--- src/rtl/spi_controller.sv ---
// Purpose : SPI mode-0 register-write controller; shifts one 16-bit frame {rw, addr[6:0], data[7:0]} MSB first.
// Latency : nCS falls 1 cycle after acceptance; done pulses 33*HALF_PERIOD+1 cycles after acceptance.
// Backpr. : req_ready is high only in IDLE; req_valid at any other time is ignored, and nothing is queued.
//
// Ports:
//   clk, rst_n            system clock, asynchronous active-low reset
//   req_valid/req_ready   request handshake
//   req_rw/addr/data      frame fields, latched at acceptance
//   nCS, SCLK, copi       SPI pins (all registered)
//   busy                  high whenever the controller is not in IDLE
//   done                  one-cycle pulse when a frame completes
module spi_controller #(
    parameter int unsigned HALF_PERIOD = 2,
    parameter int unsigned GAP_CYCLES  = 2
) (
    input  logic       clk,
    input  logic       rst_n,
    input  logic       req_valid,
    output logic       req_ready,
    input  logic       req_rw,
    input  logic [6:0] req_addr,
    input  logic [7:0] req_data,
    output logic       nCS,
    output logic       SCLK,
    output logic       copi,
    output logic       busy,
    output logic       done
);

    typedef enum logic [1:0] {
        IDLE  = 2'd0,
        SHIFT = 2'd1,
        HOLD  = 2'd2,
        GAP   = 2'd3
    } state_t;

    localparam logic [7:0] HP_LAST  = 8'(HALF_PERIOD - 1);
    localparam logic [7:0] GAP_LAST = 8'(GAP_CYCLES - 1);

    state_t      state_q,   state_d;
    logic [7:0]  hp_cnt_q,  hp_cnt_d;
    logic        phase_q,   phase_d;     // 0: SCLK-low half of a bit, 1: SCLK-high half
    logic [3:0]  bit_cnt_q, bit_cnt_d;
    logic [7:0]  gap_cnt_q, gap_cnt_d;
    logic [15:0] shreg_q,   shreg_d;     // top bit is the next bit to put on copi
    logic        ncs_q,     ncs_d;
    logic        sclk_q,    sclk_d;
    logic        copi_q,    copi_d;
    logic        busy_q,    busy_d;
    logic        done_q,    done_d;
    logic        ready_q,   ready_d;

    logic        hp_last;
    logic [15:0] frame;

    assign hp_last = (hp_cnt_q == HP_LAST);
    assign frame   = {req_rw, req_addr, req_data};

    always_comb begin
        state_d   = state_q;
        hp_cnt_d  = hp_cnt_q;
        phase_d   = phase_q;
        bit_cnt_d = bit_cnt_q;
        gap_cnt_d = gap_cnt_q;
        shreg_d   = shreg_q;
        ncs_d     = ncs_q;
        sclk_d    = sclk_q;
        copi_d    = copi_q;
        busy_d    = busy_q;
        done_d    = 1'b0;
        ready_d   = ready_q;

        unique case (state_q)
            IDLE: begin
                // Acceptance is keyed on the state rather than on ready_q so
                // that a request can already be taken on the first edge after
                // reset release.
                if (req_valid) begin
                    state_d   = SHIFT;
                    shreg_d   = {frame[14:0], 1'b0};
                    copi_d    = frame[15];
                    ncs_d     = 1'b0;
                    sclk_d    = 1'b0;
                    hp_cnt_d  = 8'd0;
                    phase_d   = 1'b0;
                    bit_cnt_d = 4'd0;
                    busy_d    = 1'b1;
                    ready_d   = 1'b0;
                end else begin
                    ready_d   = 1'b1;
                    busy_d    = 1'b0;
                end
            end

            SHIFT: begin
                if (hp_last) begin
                    hp_cnt_d = 8'd0;
                    if (!phase_q) begin
                        phase_d = 1'b1;
                        sclk_d  = 1'b1;
                    end else begin
                        // End of a bit: SCLK falls and copi moves to the next
                        // bit in the same cycle, so copi only changes while
                        // SCLK is low. The 15->0 rollover ends the frame and
                        // copi keeps the last bit through HOLD.
                        phase_d   = 1'b0;
                        sclk_d    = 1'b0;
                        bit_cnt_d = bit_cnt_q + 4'd1;
                        if (bit_cnt_q == 4'd15) begin
                            state_d = HOLD;
                        end else begin
                            copi_d  = shreg_q[15];
                            shreg_d = {shreg_q[14:0], 1'b0};
                        end
                    end
                end else begin
                    hp_cnt_d = hp_cnt_q + 8'd1;
                end
            end

            HOLD: begin
                if (hp_last) begin
                    hp_cnt_d  = 8'd0;
                    state_d   = GAP;
                    ncs_d     = 1'b1;
                    copi_d    = 1'b0;
                    done_d    = 1'b1;
                    gap_cnt_d = 8'd0;
                end else begin
                    hp_cnt_d = hp_cnt_q + 8'd1;
                end
            end

            GAP: begin
                if (gap_cnt_q == GAP_LAST) begin
                    gap_cnt_d = 8'd0;
                    state_d   = IDLE;
                    ready_d   = 1'b1;
                    busy_d    = 1'b0;
                end else begin
                    gap_cnt_d = gap_cnt_q + 8'd1;
                end
            end

            default: begin
                state_d = IDLE;
            end
        endcase
    end

    always_ff @(posedge clk or negedge rst_n) begin
        if (!rst_n) begin
            state_q   <= IDLE;
            hp_cnt_q  <= 8'd0;
            phase_q   <= 1'b0;
            bit_cnt_q <= 4'd0;
            gap_cnt_q <= 8'd0;
            shreg_q   <= 16'd0;
            ncs_q     <= 1'b1;
            sclk_q    <= 1'b0;
            copi_q    <= 1'b0;
            busy_q    <= 1'b0;
            done_q    <= 1'b0;
            ready_q   <= 1'b0;
        end else begin
            state_q   <= state_d;
            hp_cnt_q  <= hp_cnt_d;
            phase_q   <= phase_d;
            bit_cnt_q <= bit_cnt_d;
            gap_cnt_q <= gap_cnt_d;
            shreg_q   <= shreg_d;
            ncs_q     <= ncs_d;
            sclk_q    <= sclk_d;
            copi_q    <= copi_d;
            busy_q    <= busy_d;
            done_q    <= done_d;
            ready_q   <= ready_d;
        end
    end

    assign nCS       = ncs_q;
    assign SCLK      = sclk_q;
    assign copi      = copi_q;
    assign busy      = busy_q;
    assign done      = done_q;
    assign req_ready = ready_q;

endmodule

--- config.mk ---
export PLATFORM = sky130hd
export DESIGN_NAME = spi_controller
export DESIGN_NICKNAME = d
export VERILOG_FILES = /design/src/rtl/spi_controller.sv
export SDC_FILE = /design/constraint.sdc
export NUM_CORES = 1
export LEC_CHECK = 0
export CAP_MARGIN = 10
export CORE_MARGIN = 5
export CORE_UTILIZATION = 60
export CTS_BUF_LIST = sky130_fd_sc_hd__clkbuf_16
export CTS_CLUSTER_SIZE = 30
export DETAILED_ROUTE_END_ITERATION = 10
export PLACE_DENSITY = 0.93
export SLEW_MARGIN = 20
export SYNTH_ARGS = -nofsm -noshare
export SYNTH_HDL_FRONTEND = slang
export SYNTH_SLANG_ARGS = --single-unit
export TNS_END_PERCENT = 100
--- constraint.sdc ---
create_clock -name clk -period 4.4 [get_ports clk]
set_input_delay 1.32 -clock clk [delete_from_list [all_inputs] [get_ports clk]]
set_output_delay 1.32 -clock clk [all_outputs]
set_load 0.02 [all_outputs]
After elaboration in Yosys (flattened, before gate mapping)
Index checks and enable logic that the tools add are counted.
{ "totals": {"reg_bits": 44, "latch_bits": 0, "ramBits": 0, "romBits": 0, "in_bits": 19, "n_memories": 0} }
{ "op_classes": {"addsub": 3, "n_mul": 0, "n_div": 0, "magnitude_cmp": 0, "eq_ne": 13, "shift": 0, "mux": 42, "bitwise": 0, "n_reduce_logical": 17} }
{ "op_table": {"columns": ["op", "count"], "rows": [
  ["$mux W16", 4],
  ["$mux W8", 4],
  ["$pmux W16 S2", 1],
  ["$pmux W8 S2", 2],
  ["$add A8 B1 Y8 const B", 2],
  ["$eq A8 B1 Y1 const B", 2],
  ["$mux W1", 15],
  ["$ne A2 B2 Y1 const B", 7],
  ["$mux W2", 6],
  ["$mux W4", 3],
  ["$reduce_and A6 Y1", 2],
  ["$reduce_bool A2 Y1", 5],
  ["$pmux W1 S2", 4],
  ["$pmux W2 S4", 1],
  ["$pmux W4 S2", 1],
  ["$reduce_and A2 Y1", 3],
  ["$reduce_and A3 Y1", 2],
  ["$reduce_and A5 Y1", 1],
  ["$add A4 B1 Y4 const B", 1],
  ["$eq A2 B2 Y1 const B", 2],
  ["$eq A4 B4 Y1 const B", 1],
  ["$reduce_and A4 Y1", 1],
  ["$pmux W1 S3", 1],
  ["$reduce_bool A3 Y1", 1],
  ["3 further kinds", 3]
]} }

Depth between registers and ports, before layout
Gate-level depths: netlist of run 1.
{ "depth": {"word_depth": 5, "ltp_mapped": 9, "ltp_nobuf": 7} }

Worst setup path after synthesis of run 1
OpenSTA, ideal clock, no wires.
{ "synth_path": {"path_type": "input port to flip-flop", "startpoint": "input port req_valid", "endpoint": "register shreg_q[10]", "setup_time_ns": 0.126, "arrival_ns": 2.448, "t_required_ns": 4.274, "path_slack_ns": 1.826, "cell_stages": 7, "path_buffers": 3, "cell_sequence": "nand2b_1 -> buf_2 -> o211ai_1 -> a21oi_1 -> buf_2 -> buf_2 -> a21oi_1"} }
{ "synth_via": {"elab_chain_len": 2} }
{ "synth_rtl": {"columns": ["element", "line_no", "source"], "rows": [
  ["start, declared", "18", "input logic req_valid,"],
  ["$ne A2 B2 Y1 (no source line)", null, null],
  ["$reduce_and A5 Y1 (no source line)", null, null],
  ["end signal, assigned", "171", "shreg_q <= shreg_d;"],
  ["end, declared", "45", "logic [15:0] shreg_q, shreg_d;"]
]} }
No other way between the ends.
A chain may end at the register's enable or synchronous reset.

Worst setup path in the final report of run 1
{ "layout_path": {"startpoint": "input port req_valid", "endpoint": "register shreg_q[15]"} }
Same word-level chain as after synthesis.

==> summary.md, run 1 <==
| Metric | Value |
|---|---|
| Row Count | `22` |
| Post-CTS Setup Inserts | `0` |
| Sw Share | `0.424` |
| Routed wl met3 | `215 um` |
| DRT iter0 DRCs | `177` |
| Combinational power share | `0.489` |
| Hold_buf cts | `0` |
| P&R area growth vs syn | `17.7%` |
| Routability cong. | `0.766` |
| Hold path depth | `1` |
| Clock network power share | `0.181` |
| LEAKAGE | `1.20 nW` |
| Post-Place Cell Area | `2530 um^2` |
| Worst EP arrival | `3510 ps` |
| Initial Util | `0.618` |
| Final setup fails | `0` |
| Part of the Yosys area used for sequential elements | `0.476` |
| Async SR Flop Fraction | `1.00` |
| Root Driver | `clkbuf_16` |
| Psw | `809 uW` |
| DRC | `0` |
| Count of final max-slew check failures | `0` |
| First-pass GRT wire length | `8360 um` |
| Clk_skew | `4.01 ps` |
| Fin nets | `286` |
| Setup ws final | `1090 ps` |
| Startpoint Class | `primary input` |
| Hold Vio Cnt, Final | `0` |
| Worst-path clk slew | `60 ps` |
| CTS tree | `done` |
| Cell Chain, Critical Path | `clkdlybuf4s50_1 > nand2b_1 > o211ai_1 > a21oi_2 > buf_4 > nor2_1 > a21oi_1` |
| Reg power frac | `0.330` |
| Die width | `71.4 um` |
| Placeable Area | `3660 um^2` |
| RSZ-0062 raised after global routing | `no` |
| Max IR drop VDD | `410 uV` |
| Yosys cell types | `46` |
| Worst skew pair latency | `280 ps` |
| Syn_area_per_cell | `9.67 um^2` |
| I/O pin cnt | `25` |
| # diodes | `0` |
| Layout cells sized above 1 | `0.0661` |
| Synth Flop Type | `dfrtp_1` |
| Height of the die | `71.4 um` |
| CTS H-tree depth | `2` |
| WL final | `4930 um` |
| Slew headroom | `0.343` |
| Initial antenna violation count | `0` |
| Post-synth EDFFs | `0` |
| Hold path start | `gap_cnt_q[7]$_DFFE_PN0P_` |
| Highest-delay cell along the critical path | `a21oi_2` |
| Setup TNS | `0 ps` |
| DRT met1 WL | `2120 um` |
| Part of the cycle the worst path needs | `0.753` |
| Max Cap Viol | `0` |
| Internal Pwr Total | `1.10 mW` |
| Hold Crit Class | `flop to flop` |
| Post-synthesis cell count | `234` |
| Highest clock rate | `302 MHz` |
| CP endpoint kind | `flop` |
| Detailed-route via count | `1765` |
| Total power | `1.91 mW` |
| R2R Path Start | `state_q[1]$_DFFE_PN0P_` |
| Post-route ant nets | `0` |
| DP HPWL | `3240 um` |
| Met2 WL | `2460 um` |
| Fin area | `2660 um^2` |
| CP startpoint | `req_valid` |
| WL per Instance | `16.2 um` |
| CP peak stage delay | `500 ps` |
| Syn_nets | `263` |
| Clock sinks | `43` |
| Setup CP Type | `primary input to flop` |
| Worst-Margin Slew | `974 ps` |
| Final min period | `3310 ps` |
| DIE AREA | `5100 um^2` |
| Num CTS Buffers | `5` |
| Top Layer Used | `met4` |
| # fillers | `253` |
| Cts repair resizes | `0` |
| Placed cells | `298` |
| FF-to-FF path depth | `8` |
| Gr ovfl total | `0` |
| Buffers on Ports | `24` |
| Mapped cell area | `2260 um^2` |
| Initial DRT Pass Iterations | `4` |
| Outcome | `completed` |
| Worst Path Max Fanout | `18` |
| Fin cells | `305` |
| Yosys warnings | `0` |
| GRT Overall Usage | `0.209` |
| Clock Path Buffers | `2` |
| Pin count of the biggest net entering global routing | `44` |
| P per Cell Area | `716 nW/um^2` |
| Vias in the first global route | `1768` |
| Vias per cell | `5.79` |
| Pre-CTS setup slack | `817 ps` |
| CP required | `4600 ps` |
| #FFs+latches synth | `43` |
## routing by layer
metal  vias up  track usage
met4         0       0.0939
met2        53        0.329
li1        858            -
met3        13       0.0449
met5         -            0
met1       841        0.277
## registers in the layout, indices dropped and copies added (netlist names)
register / flops
req_ready: 1
shreg_q: 15
copi: 1
done: 1
hp_cnt_q: 8
SCLK: 1
busy: 1
nCS: 1
gap_cnt_q: 8
state_q: 2
bit_cnt_q: 4
## cell type report
cell class                      count  area, um^2  share of cell area
Multi-Input combinational cell    170        1100               0.413
Clock buffer                        5         125              0.0470
Sequential cell                    43        1080               0.404
Clock inverter                      2        8.76             0.00329
Tap cell                           48        60.1              0.0225
Inverter                           11        41.3              0.0155
Timing Repair Buffer               26         250              0.0939
## stage by stage
stage          hold slack, ps  utilization
2_1_floorplan             444            -
3_3_place_gp              466        0.691
6_report                  498        0.728
5_1_grt                   537        0.728
3_5_place_dp              485        0.691
4_1_cts                   498        0.728
## power groups by stage
stage	clock network [mW]	registers [mW]	logic (mW)
after floorplan	0	0.633	0.666
after global placement	0	0.624	0.845
after detailed placement	0	0.629	0.897
after CTS	0.349	0.628	0.927
after global routing	0.365	0.646	1.04
final	0.345	0.630	0.933
## cells in the mapped netlist (all sizes together) (2+ instances only)
master / n / area [um^2]
nor2: 31 / 119
a22o: 7 / 61.3
nand4: 2 / 12.5
mux2: 2 / 22.5
ha: 10 / 125
nand3: 7 / 35.0
buf: 6 / 31.3
clkbuf: 4 / 16.3
o21ai: 15 / 75.1
xnor2: 3 / 26.3
a21oi: 22 / 114
nor3: 4 / 20.0
nor4b: 2 / 23.8
nand2: 18 / 67.6
inv: 11 / 41.3
and3: 3 / 18.8
mux2i: 17 / 170
nor2b: 3 / 18.8
a22oi: 2 / 15.0
nand2b: 3 / 18.8
dfrtp: 42 / 1050
xor2: 3 / 26.3
a21o: 2 / 15.0
## worst max-delay path, delay by kind of cell
kind | cells | cell delay [ps]
AND/OR/NAND/NOR | 2 | 370
AO/OA/AOI/OAI | 3 | 1020
buffers and inverters | 2 | 800
## worst paths after layout
check	to	slack, ps
max in group asynchronous	busy$_DFFE_PN0P_	2610
min reg2reg	gap_cnt_q[7]$_DFFE_PN0P_	500
min	gap_cnt_q[7]$_DFFE_PN0P_	500
min in group asynchronous	gap_cnt_q[2]$_DFFE_PN0P_	1190
max reg2reg	shreg_q[15]$_DFFE_PN0P_	1480
max	shreg_q[15]$_DFFE_PN0P_	1090
## cells in the final DEF (no fill, tap or decap), drive strengths merged, types with 4 or more instances in the layout
cell / count
nand3: 7
ha: 10
nor3: 4
mux2i: 17
a21oi: 22
a22o: 7
nor2: 31
clkbuf: 5
clkdlybuf4s50: 23
o21ai: 15
dfrtp: 42
nand2: 18
inv: 11
## kinds of logic after synthesis
| logic type | count (synthesis) | share of synthesized area |
|---|---|---|
| flip-flops | 43 | 0.476 |
| AND/OR/NAND/NOR | 78 | 0.163 |
| adder cells (fa/ha/maj) | 10 | 0.0553 |
| buffers and inverters | 21 | 0.0392 |
| multiplexers | 19 | 0.0851 |
| XOR/XNOR | 6 | 0.0232 |
| AO/OA/AOI/OAI | 57 | 0.158 |
Note: power is estimated with default switching activity, not from simulation.
==> inputs of run 2 (changes only) <==
--- a/config.mk
+++ b/config.mk
@@ -7,11 +7,11 @@
 export LEC_CHECK = 0
 export CAP_MARGIN = 10
 export CORE_MARGIN = 5
-export CORE_UTILIZATION = 60
+export CORE_UTILIZATION = 50
 export CTS_BUF_LIST = sky130_fd_sc_hd__clkbuf_16
 export CTS_CLUSTER_SIZE = 30
 export DETAILED_ROUTE_END_ITERATION = 10
-export PLACE_DENSITY = 0.93
+export PLACE_DENSITY = 0.84
 export SLEW_MARGIN = 20
 export SYNTH_ARGS = -nofsm -noshare
 export SYNTH_HDL_FRONTEND = slang
==> constraint.sdc (replaced) <==
create_clock -name clk -period 2.8 [get_ports clk]
set_input_delay 0.84 -clock clk [delete_from_list [all_inputs] [get_ports clk]]
set_output_delay 0.84 -clock clk [all_outputs]
set_load 0.02 [all_outputs]
==> summary.md, run 2 (synthesis results as in run 1) <==
| Metric | Value |
|---|---|
| Worst-path clk slew | `60 ps (about the same)` |
| Largest Register | `shreg_q` |
| Fin cells | `314 (+3.0%)` |
| Post-route ant nets | `0 (unchanged)` |
| Root Driver | `clkbuf_16` |
| Pin count of the biggest net entering global routing | `30 (-32%)` |
| GRT Overall Usage | `0.164 (-0.0454)` |
| Post-Place Cell Area | `2590 um^2 (+2.4%)` |
| Max Cap Viol | `0 (unchanged)` |
| Number of flip-flops under the largest register name | `15 (unchanged)` |
| Layout cells sized above 1 | `0.0840 (+0.0178)` |
| Most common cell after layout, fill and taps aside | `dfrtp_1` |
| # diodes | `0 (unchanged)` |
| Hold Vio Cnt, Final | `0 (unchanged)` |
| Initial antenna violation count | `0 (unchanged)` |
| Worst Path Max Fanout | `9 (-9)` |
| Placeable Area | `4380 um^2 (+20%)` |
| Post-layout util | `0.628 (-0.0995)` |
| FF-to-FF path depth | `7 (-1)` |
| Row Count | `24 (+9.1%)` |
| Num CTS Buffers | `5 (unchanged)` |
| Buffers on Ports | `24 (unchanged)` |
| WL final | `4570 um (-7.3%)` |
| First-pass GRT wire length | `8260 um (-1.1%)` |
| Clk_skew | `4.45 ps (+0.435 ps)` |
| Hold Crit Class | `flop to flop` |
| Max IR drop VDD | `595 uV (+45%)` |
| Setup CP Type | `primary input to flop` |
| Cts repair resizes | `0 (unchanged)` |
| Total power | `3.12 mW (+64%)` |
| Initial Util | `0.516 (-0.102)` |
| Hold worst-path end | `gap_cnt_q[7]$_DFFE_PN0P_` |
| CP startpoint | `req_valid` |
| R2R Setup Slk | `700 ps (-780 ps)` |
| DRT iter0 DRCs | `95 (-46%)` |
| Clock Path Buffers | `2 (unchanged)` |
| P&R area growth vs syn | `21.7%` |
| Setup ws final | `524 ps (-564 ps)` |
| Area of the multi-input gates | `1100 um^2 (unchanged)` |
| Die width | `77.3 um (+8.2%)` |
| Clock sinks | `43 (unchanged)` |
| Slew headroom | `0.629 (+0.286)` |
| Initial DRT Pass Iterations | `4 (unchanged)` |
| Count of final max-slew check failures | `0 (unchanged)` |
| DP HPWL | `3150 um (-2.6%)` |
| Gr ovfl total | `0 (unchanged)` |
| Hold path start | `gap_cnt_q[7]$_DFFE_PN0P_` |
| Post-CTS Setup Inserts | `0 (unchanged)` |
| I/O pin cnt | `25 (unchanged)` |
| DIE AREA | `5970 um^2 (+17%)` |
| Register area | `1080 um^2 (unchanged)` |
| Terminus of the critical flop-to-flop path | `copi$_DFFE_PN0P_` |
| Final min period | `2280 ps` |
| Biggest regs | `shreg_q: 15 flops, gap_cnt_q: 8 flops, hp_cnt_q: 8 flops` |
| Startpoint Class | `primary input` |
| Highest clock rate | `439 MHz` |
| Outcome | `completed` |
| P per Cell Area | `1130 nW/um^2 (+58%)` |
| CP required | `2950 ps (-1650 ps)` |
| RSZ-0062 raised after global routing | `no` |
| Height of the die | `77.3 um (+8.2%)` |
| Hold_buf cts | `0 (unchanged)` |
| DRC | `0 (unchanged)` |
| Setup TNS | `0 ps (unchanged)` |
| CTS H-tree depth | `2 (unchanged)` |
| Worst skew pair latency | `280 ps (about the same)` |
| Placed cells | `306 (+2.7%)` |
| Final setup fails | `0 (unchanged)` |
| CP endpoint kind | `flop` |
| Part of the cycle the worst path needs | `0.813` |
| Most frequent cells in the layout | `42 x dfrtp_1, 30 x nor2_1, 23 x clkdlybuf4s50_1` |
| Fin nets | `290 (+1.4%)` |
| LEAKAGE | `1.24 nW (+3.4%)` |
| WL per Instance | `14.6 um (-10%)` |
| # fillers | `348 (+38%)` |
| Hold path depth | `1 (unchanged)` |
| Worst EP arrival | `2420 ps (-1090 ps)` |
| Fin area | `2750 um^2 (+3.4%)` |
| R2R Path Start | `hp_cnt_q[1]$_DFFE_PN0P_` |
| Worst-Margin Slew | `556 ps (-418 ps)` |
| Pre-CTS setup slack | `234 ps (-583 ps)` |
| Min Hold Slack | `479 ps (-19.1 ps)` |
| Routability cong. | `0.829 (+8.3%)` |
| Vias per cell | `5.65 (-2.4%)` |
| CTS tree | `done` |
| Vias in the first global route | `1809 (+2.3%)` |
| Detailed-route via count | `1773 (+0.45%)` |
-- run 2: changes by cell type in the layout (fill, tap and decap cells not counted) --
cell and change:
bufinv_16 +1, buf_12 +2, buf_4 +2
-- run 2: worst max path at each step --
| stage | endpoint | slack (ps) | cells past startpoint |
|---|---|---|---|
| after floorplan | shreg_q[10]$_DFFE_PN0P_ | 710 | 7 |
| final | hp_cnt_q[7]$_DFFE_PN0P_ | 520 | 6 |
| after detailed placement | hp_cnt_q[7]$_DFFE_PN0P_ | 230 | 6 |
| after global placement | hp_cnt_q[7]$_DFFE_PN0P_ | 320 | 6 |
| after global routing | hp_cnt_q[7]$_DFFE_PN0P_ | 380 | 6 |
| after CTS | hp_cnt_q[7]$_DFFE_PN0P_ | 520 | 6 |
-- run 2: power by group --
| part | internal (mW) | switching [mW] |
|---|---|---|
| combinational | 0.628 | 0.871 |
| clock | 0.416 | 0.228 |
| sequential | 0.836 | 0.145 |
-- run 2: area by class of cell --
class	instances	area share
clock inverters	3	0.0141
clock buffers	5	0.0454
well taps	52	0.0236
flip-flops and latches	43	0.391
inverters	11	0.0150
repair buffers	30	0.111
multi-input cells	170	0.400
-- run 2: routing by layer --
layer  share of wire  wire, um  global-route usage
met5               0         0                   0
met2            0.50      2270               0.270
met3           0.057       262              0.0433
met1            0.45      2040               0.216
met4               0         0              0.0326
-- run 2: critical path, cell delays in order --
cell	delay (ps)
clkdlybuf4s50_1	480
nand2b_1	300
nor4b_1	440
nand3_1	150
xor2_1	160
nor2_1	60
